--- src/rtl/mac_arbiter_if.sv ---
// Bus bundle between two frame requesters, the mac_arbiter and the shared
// MAC datapath / control FSM.
//
// Handshake: a request beat transfers on a rising clk edge where
// reqN_valid & reqN_ready are both high. A requester holds valid, mode, last
// and its operands stable until the beat transfers. Ready depends only on the
// arbiter state, never on valid. The MAC side has no backpressure: mac_valid
// marks one beat per cycle, and mac_valid_out / mac_done are single-cycle
// strobes from the MAC.
//
// Modports:
//   slave  - the arbiter's view
//   master - the environment's view (requesters plus MAC)
interface mac_arbiter_if #(
  parameter int DW = 16
);
  // requester 0
  logic          req0_valid;
  logic          req0_mode;
  logic          req0_last;
  logic [DW-1:0] req0_a;
  logic [DW-1:0] req0_b;
  logic          req0_ready;
  // requester 1
  logic          req1_valid;
  logic          req1_mode;
  logic          req1_last;
  logic [DW-1:0] req1_a;
  logic [DW-1:0] req1_b;
  logic          req1_ready;
  // shared MAC control/operands
  logic          mac_mode;
  logic          mac_valid;
  logic          mac_last;
  logic [DW-1:0] mac_a;
  logic [DW-1:0] mac_b;
  // MAC result strobes and their routed copies
  logic          mac_valid_out;
  logic          mac_done;
  logic          res0_valid;
  logic          res0_done;
  logic          res1_valid;
  logic          res1_done;
  // status
  logic          owner;
  logic          busy;

  modport slave (
    input  req0_valid, req0_mode, req0_last, req0_a, req0_b,
    input  req1_valid, req1_mode, req1_last, req1_a, req1_b,
    input  mac_valid_out, mac_done,
    output req0_ready, req1_ready,
    output mac_mode, mac_valid, mac_last, mac_a, mac_b,
    output res0_valid, res0_done, res1_valid, res1_done,
    output owner, busy
  );

  modport master (
    output req0_valid, req0_mode, req0_last, req0_a, req0_b,
    output req1_valid, req1_mode, req1_last, req1_a, req1_b,
    output mac_valid_out, mac_done,
    input  req0_ready, req1_ready,
    input  mac_mode, mac_valid, mac_last, mac_a, mac_b,
    input  res0_valid, res0_done, res1_valid, res1_done,
    input  owner, busy
  );
endinterface

--- src/rtl/mac_arbiter.sv ---
// mac_arbiter: frame-level arbiter sharing one MAC datapath between two
// requesters. A grant covers a whole frame up to the requester's last beat.
// The MAC mode is captured at grant and held. After the last beat the block
// sits in DRAIN for DRAIN_CYC cycles so the MAC pipeline empties before the
// next grant. MAC result strobes are steered back to the current owner.
//
// Optional feature macro: MAC_ARB_FIXED_PRIO_EN
//   undefined (default): ties in IDLE are resolved round-robin
//   defined            : req0 always wins a tie (req1 may starve)
module mac_arbiter #(
  parameter int DW        = 16,
  parameter int DRAIN_CYC = 3
) (
  input  logic              clk,
  input  logic              reset,
  mac_arbiter_if.slave      bus,
  output logic [1:0]        state_dbg
);

  typedef enum logic [1:0] {
    ST_IDLE   = 2'd0,
    ST_GRANT0 = 2'd1,
    ST_GRANT1 = 2'd2,
    ST_DRAIN  = 2'd3
  } state_t;

  localparam int            CW         = $clog2(DRAIN_CYC + 1);
  localparam logic [CW-1:0] DRAIN_LOAD = CW'(DRAIN_CYC);
  localparam logic [CW-1:0] CNT_ONE    = CW'(1);

  state_t          state_q, state_d;
  logic            owner_q, owner_d;
  logic            mode_q, mode_d;
  logic            mac_valid_q, mac_valid_d;
  logic            mac_last_q, mac_last_d;
  logic [DW-1:0]   mac_a_q, mac_a_d;
  logic [DW-1:0]   mac_b_q, mac_b_d;
  logic [CW-1:0]   drain_cnt_q, drain_cnt_d;
`ifndef MAC_ARB_FIXED_PRIO_EN
  logic            last_owner_q, last_owner_d;
`endif

  // Per-state handshake decode shared by next-state and output logic.
  logic          ready0, ready1;
  logic          beat0, beat1;
  logic          any_req;
  logic          grant1;
  logic          sel_last;
  logic [DW-1:0] sel_a, sel_b;

  // Ready comes straight from the state; only the owner ever sees ready.
  always_comb begin
    ready0 = (state_q == ST_GRANT0);
    ready1 = (state_q == ST_GRANT1);
    beat0  = ready0 & bus.req0_valid;
    beat1  = ready1 & bus.req1_valid;
  end

  // Pick the winner in IDLE: single requester wins outright, ties go to the
  // requester that did not own the previous frame (or always req0).
  always_comb begin
    any_req = bus.req0_valid | bus.req1_valid;
`ifdef MAC_ARB_FIXED_PRIO_EN
    grant1 = ~bus.req0_valid;
`else
    if (bus.req0_valid && bus.req1_valid) begin
      grant1 = ~last_owner_q;
    end else begin
      grant1 = bus.req1_valid;
    end
`endif
  end

  // Operand/last mux from whichever requester holds the grant.
  always_comb begin
    if (ready1) begin
      sel_a    = bus.req1_a;
      sel_b    = bus.req1_b;
      sel_last = bus.req1_last;
    end else begin
      sel_a    = bus.req0_a;
      sel_b    = bus.req0_b;
      sel_last = bus.req0_last;
    end
  end

  // Next-state and next-output computation for the arbiter FSM.
  always_comb begin
    state_d     = state_q;
    owner_d     = owner_q;
    mode_d      = mode_q;
    mac_valid_d = 1'b0;
    mac_last_d  = 1'b0;
    mac_a_d     = mac_a_q;
    mac_b_d     = mac_b_q;
    drain_cnt_d = drain_cnt_q;
`ifndef MAC_ARB_FIXED_PRIO_EN
    last_owner_d = last_owner_q;
`endif

    case (state_q)
      ST_IDLE: begin
        if (any_req) begin
          state_d = grant1 ? ST_GRANT1 : ST_GRANT0;
          owner_d = grant1;
          // Mode is sampled only here so the MAC sees it a cycle before the
          // first beat and it cannot change mid-frame.
          mode_d  = grant1 ? bus.req1_mode : bus.req0_mode;
`ifndef MAC_ARB_FIXED_PRIO_EN
          last_owner_d = grant1;
`endif
        end
      end

      ST_GRANT0, ST_GRANT1: begin
        // A missing beat simply becomes a bubble; the grant is kept.
        if (beat0 || beat1) begin
          mac_valid_d = 1'b1;
          mac_last_d  = sel_last;
          mac_a_d     = sel_a;
          mac_b_d     = sel_b;
          if (sel_last) begin
            state_d     = ST_DRAIN;
            drain_cnt_d = DRAIN_LOAD;
          end
        end
      end

      ST_DRAIN: begin
        drain_cnt_d = drain_cnt_q - CNT_ONE;
        if (drain_cnt_q == CNT_ONE) begin
          state_d = ST_IDLE;
        end
      end

      default: begin
        state_d = ST_IDLE;
      end
    endcase
  end

  // State and all registered outputs; async active-high reset.
  always_ff @(posedge clk or posedge reset) begin
    if (reset) begin
      state_q     <= ST_IDLE;
      owner_q     <= 1'b0;
      mode_q      <= 1'b0;
      mac_valid_q <= 1'b0;
      mac_last_q  <= 1'b0;
      mac_a_q     <= '0;
      mac_b_q     <= '0;
      drain_cnt_q <= '0;
`ifndef MAC_ARB_FIXED_PRIO_EN
      // req0 wins the first tie after reset.
      last_owner_q <= 1'b1;
`endif
    end else begin
      state_q     <= state_d;
      owner_q     <= owner_d;
      mode_q      <= mode_d;
      mac_valid_q <= mac_valid_d;
      mac_last_q  <= mac_last_d;
      mac_a_q     <= mac_a_d;
      mac_b_q     <= mac_b_d;
      drain_cnt_q <= drain_cnt_d;
`ifndef MAC_ARB_FIXED_PRIO_EN
      last_owner_q <= last_owner_d;
`endif
    end
  end

  // Outputs: registered values plus combinational ready/busy/result routing.
  assign bus.req0_ready = ready0;
  assign bus.req1_ready = ready1;
  assign bus.mac_mode   = mode_q;
  assign bus.mac_valid  = mac_valid_q;
  assign bus.mac_last   = mac_last_q;
  assign bus.mac_a      = mac_a_q;
  assign bus.mac_b      = mac_b_q;
  assign bus.owner      = owner_q;
  assign bus.busy       = (state_q != ST_IDLE);
  assign bus.res0_valid = bus.mac_valid_out & ~owner_q;
  assign bus.res0_done  = bus.mac_done      & ~owner_q;
  assign bus.res1_valid = bus.mac_valid_out &  owner_q;
  assign bus.res1_done  = bus.mac_done      &  owner_q;
  assign state_dbg      = state_q;

endmodule

--- src/flat_wrapper.sv ---
// flat-port wrapper written by rule: the top's interface ports become plain ports
module mac_arbiter_flat 
#(
  parameter int DW        = 16,
  parameter int DRAIN_CYC = 3
)
  (clk, reset, state_dbg, bus_req0_valid, bus_req0_mode, bus_req0_last, bus_req0_a, bus_req0_b, bus_req1_valid, bus_req1_mode, bus_req1_last, bus_req1_a, bus_req1_b, bus_mac_valid_out, bus_mac_done, bus_req0_ready, bus_req1_ready, bus_mac_mode, bus_mac_valid, bus_mac_last, bus_mac_a, bus_mac_b, bus_res0_valid, bus_res0_done, bus_res1_valid, bus_res1_done, bus_owner, bus_busy);
  mac_arbiter_if #(.DW(DW)) bus_i ();
  input  logic clk;
  input  logic reset;
  output logic [1:0] state_dbg;
  input wire logic [$bits(bus_i.req0_valid)-1:0] bus_req0_valid;
  input wire logic [$bits(bus_i.req0_mode)-1:0] bus_req0_mode;
  input wire logic [$bits(bus_i.req0_last)-1:0] bus_req0_last;
  input wire logic [$bits(bus_i.req0_a)-1:0] bus_req0_a;
  input wire logic [$bits(bus_i.req0_b)-1:0] bus_req0_b;
  input wire logic [$bits(bus_i.req1_valid)-1:0] bus_req1_valid;
  input wire logic [$bits(bus_i.req1_mode)-1:0] bus_req1_mode;
  input wire logic [$bits(bus_i.req1_last)-1:0] bus_req1_last;
  input wire logic [$bits(bus_i.req1_a)-1:0] bus_req1_a;
  input wire logic [$bits(bus_i.req1_b)-1:0] bus_req1_b;
  input wire logic [$bits(bus_i.mac_valid_out)-1:0] bus_mac_valid_out;
  input wire logic [$bits(bus_i.mac_done)-1:0] bus_mac_done;
  output wire logic [$bits(bus_i.req0_ready)-1:0] bus_req0_ready;
  output wire logic [$bits(bus_i.req1_ready)-1:0] bus_req1_ready;
  output wire logic [$bits(bus_i.mac_mode)-1:0] bus_mac_mode;
  output wire logic [$bits(bus_i.mac_valid)-1:0] bus_mac_valid;
  output wire logic [$bits(bus_i.mac_last)-1:0] bus_mac_last;
  output wire logic [$bits(bus_i.mac_a)-1:0] bus_mac_a;
  output wire logic [$bits(bus_i.mac_b)-1:0] bus_mac_b;
  output wire logic [$bits(bus_i.res0_valid)-1:0] bus_res0_valid;
  output wire logic [$bits(bus_i.res0_done)-1:0] bus_res0_done;
  output wire logic [$bits(bus_i.res1_valid)-1:0] bus_res1_valid;
  output wire logic [$bits(bus_i.res1_done)-1:0] bus_res1_done;
  output wire logic [$bits(bus_i.owner)-1:0] bus_owner;
  output wire logic [$bits(bus_i.busy)-1:0] bus_busy;
  assign bus_i.req0_valid = bus_req0_valid;
  assign bus_i.req0_mode = bus_req0_mode;
  assign bus_i.req0_last = bus_req0_last;
  assign bus_i.req0_a = bus_req0_a;
  assign bus_i.req0_b = bus_req0_b;
  assign bus_i.req1_valid = bus_req1_valid;
  assign bus_i.req1_mode = bus_req1_mode;
  assign bus_i.req1_last = bus_req1_last;
  assign bus_i.req1_a = bus_req1_a;
  assign bus_i.req1_b = bus_req1_b;
  assign bus_i.mac_valid_out = bus_mac_valid_out;
  assign bus_i.mac_done = bus_mac_done;
  assign bus_req0_ready = bus_i.req0_ready;
  assign bus_req1_ready = bus_i.req1_ready;
  assign bus_mac_mode = bus_i.mac_mode;
  assign bus_mac_valid = bus_i.mac_valid;
  assign bus_mac_last = bus_i.mac_last;
  assign bus_mac_a = bus_i.mac_a;
  assign bus_mac_b = bus_i.mac_b;
  assign bus_res0_valid = bus_i.res0_valid;
  assign bus_res0_done = bus_i.res0_done;
  assign bus_res1_valid = bus_i.res1_valid;
  assign bus_res1_done = bus_i.res1_done;
  assign bus_owner = bus_i.owner;
  assign bus_busy = bus_i.busy;
  mac_arbiter #(.DW(DW), .DRAIN_CYC(DRAIN_CYC)) u_core (.clk(clk), .reset(reset), .bus(bus_i), .state_dbg(state_dbg));
endmodule
--- config.mk ---
export PLATFORM = sky130hd
export DESIGN_NAME = mac_arbiter_flat
export DESIGN_NICKNAME = d
export VERILOG_FILES = /design/src/rtl/mac_arbiter_if.sv /design/src/rtl/mac_arbiter.sv /design/src/flat_wrapper.sv
export SDC_FILE = /design/constraint.sdc
export NUM_CORES = 1
export LEC_CHECK = 0
export CORE_MARGIN = 2
export CORE_UTILIZATION = 38
export CTS_BUF_LIST = sky130_fd_sc_hd__clkbuf_4 sky130_fd_sc_hd__clkbuf_8
export CTS_CLUSTER_DIAMETER = 40
export DETAILED_ROUTE_END_ITERATION = 10
export PLACE_DENSITY = 0.8
export REMOVE_ABC_BUFFERS = 1
export SLEW_MARGIN = 40
export SYNTH_ARGS = -nofsm -noshare
export SYNTH_HDL_FRONTEND = slang
export SYNTH_SLANG_ARGS = --single-unit
--- constraint.sdc ---
create_clock -name clk -period 2.6 [get_ports clk]
set_clock_uncertainty 0.2 [all_clocks]
set_input_delay 0.52 -clock clk [delete_from_list [all_inputs] [get_ports clk]]
set_output_delay 0.52 -clock clk [all_outputs]
set_load 0.01 [all_outputs]
==> metrics.yaml <==
min_period_ns: 2.47
ctsResizeCount: 0
synth.most_common_cell: "dfrtp_1"
dp_hpwl_mm: 3.99
post-route-period-util: 0.951
rsz0062_at_grt: "false"
hold_path.class: "reg -> reg"
wl_per_cell_um: 12.7
area.sequential_sq_um: 1030
grt_max_degree: 27
cp-end-kind: "primary output"
nNetsFinal: 399
slew_viol_final: 0
clkTransAtPathRegs_ns: 0.08
insertedDiodeCount: 0
drc_errors: 0
antenna_left: 0
hold_violations: 0
grt_pass1_wl_mm: 8.06
synth_edf_count: 0
cp.required_ns: 1.88
synth_ff_type: "dfrtp_1"
drive_above_1_share: 0.0750
ioPinCount: 119
cp_max_fo: 7
ys_warn_count: 0
numPortBuffers: 118
overflow: 0
coreArea_sq_um: 5170
die_x_um: 77.5
yosys.area.top_type: "dfrtp_1"
synth_sequential_area_ratio: 0.501
postCtsSetupBuffers: 0
avgSynthCellArea_sq_um: 10.4
netlist_area_sq_um: 2050
start_util: 0.397
via_count: 1816
maxSlewHeadroom: 0.683
grtUsageTotal: 0.171
postCtsHoldBufs: 0
htree_levels: 2
area_growth_pct: 68.9
cts.sinks: 41
ys_seq_elements: 41
antenna_found_initial: 0
instances_no_fill: 390
cp-start-kind: "flip-flop"
netlist_instances: 198
async_flop_share: 1.00
multiInputGateArea_sq_um: 930
setup_viol: 0
p_leak_nw: 1.47
drt_iter0_markers: 49
dp_cells: 382
fp.dieH_um: 77.5
ys_top_cells_by_count: "dfrtp_1 (40), nand2_1 (37), mux2i_1 (33), o21ai_1 (33)"
synth_cell_type_count: 29
worst_slew_pin_slew_ns: 0.475
drv_cap: 0
synth_top_area_share: 0.488
fmax_mhz: 404
ctsLongestPathBuffers: 2
worst-setup-path-type: "reg -> out"
cp.arrival_ns: 1.75
p_per_area_nw_per_um2: 1080
routed_wl_mm: 4.94
place_congestion: 0.794
whs_ns: 0.287
via_per_inst: 4.66
ir_drop_mv: 0.448
fin_setup_tns_ns: 0
synthTopCellsByArea: "dfrtp_1 (49%), mux2i_1 (16%), o21ai_1 (8.0%)"
outcome: "finished clean"
root_buffer: "clkbuf_8"
first_pass_iters: 4
cts_buffers: 5
rows: 26
cts_tree: "yes"
preCtsSetupSlack_ns: 0.209
totalPowerFinal_mw: 3.74
worst_slack_ns: 0.127
clock_latency_ns: 0.28
num-fill-cells: 427
dieArea_sq_um: 6000
grt_pass1_vias: 1779
==> flip-flops by register name (all words and copies together), names as in the netlist <==
| name | count |
|---|---|
| u_core.drain_cnt_q | 2 |
| u_core.last_owner_q | 1 |
| u_core.bus.mac_a | 16 |
| u_core.bus.mac_valid | 1 |
| u_core.bus.mac_b | 16 |
| u_core.bus.mac_mode | 1 |
| u_core.state_dbg | 2 |
| u_core.bus.mac_last | 1 |
| u_core.bus.owner | 1 |
==> worst max-delay path, cell delays in order (launching register included) <==
cell             delay [ns]
dfrtp_1                0.41
inv_1                  0.10
ha_1                   0.22
inv_1                  0.16
clkdlybuf4s50_1        0.57
==> worst paths after layout <==
kind / startpoint / endpoint / slack [ns] / cells past startpoint
worst min register to register: u_core.bus.mac_b[13] / u_core.bus.mac_b[13] / 0.29 / 2
min in group asynchronous: reset / u_core.bus.mac_valid / 0.37 / 2
max in group asynchronous: reset / u_core.bus.mac_b[11] / 1.36 / 3
worst max-delay path: u_core.state_dbg[0] / bus_busy / 0.13 / 4
worst min-delay path: u_core.bus.mac_b[13] / u_core.bus.mac_b[13] / 0.29 / 2
worst max register to register: u_core.state_dbg[0] / u_core.state_dbg[0] / 0.61 / 6
==> logic make-up after synthesis <==
group / share of synthesized area
adder cells (fa/ha/maj): 0.0366
AO/OA/AOI/OAI: 0.131
flip-flops: 0.501
multiplexers: 0.172
buffers and inverters: 0.0476
AND/OR/NAND/NOR: 0.112
==> layer usage <==
layer,up-vias,GRT usage,part of all wire
met3,7,0.0721,0.093
met5,-,0,0
met2,75,0.285,0.48
met4,0,0.0482,0.010
met1,817,0.201,0.41
li1,917,-,-
==> report_power, final <==
part           total [mW]  internal [mW]  switching [mW]
combinational        2.09           1.13           0.960
sequential           1.12          0.946           0.172
clock               0.531          0.323           0.208
total                3.74           2.40            1.34
==> cell type report <==
type | instances | area share
multi-input cells | 139 | 0.268
clock buffers | 7 | 0.0260
flip-flops and latches | 41 | 0.296
clock inverters | 1 | 0.00866
inverters | 6 | 0.00650
repair buffers | 126 | 0.369
well taps | 70 | 0.0253
==> through the flow <==
step | utilization | instance area (sq um)
2_1_floorplan | - | 1980
3_3_place_gp | 0.647 | 3350
3_5_place_dp | 0.647 | 3350
4_1_cts | 0.670 | 3470
5_1_grt | 0.670 | 3470
6_report | 0.670 | 3470
==> cell usage in the layout (no fill, tap or decap), types with 2 or more instances in the layout <==
cell type / netlist / routed
nand2_1: 37 / 37
o21ai_1: 33 / 33
nor2b_1: 2 / 2
inv_1: 5 / 4
and2_1: 2 / 2
mux2_1: 2 / 2
buf_12: 0 / 3
a31oi_1: 2 / 2
nand2b_1: 2 / 2
dfrtp_1: 40 / 40
clkbuf_8: 0 / 6
nor2_1: 4 / 4
a21oi_1: 6 / 6
ha_1: 6 / 5
clkdlybuf4s50_1: 0 / 118
inv_2: 1 / 2
buf_4: 5 / 5
mux2i_1: 33 / 33
Note: power is estimated with default switching activity, not from simulation.
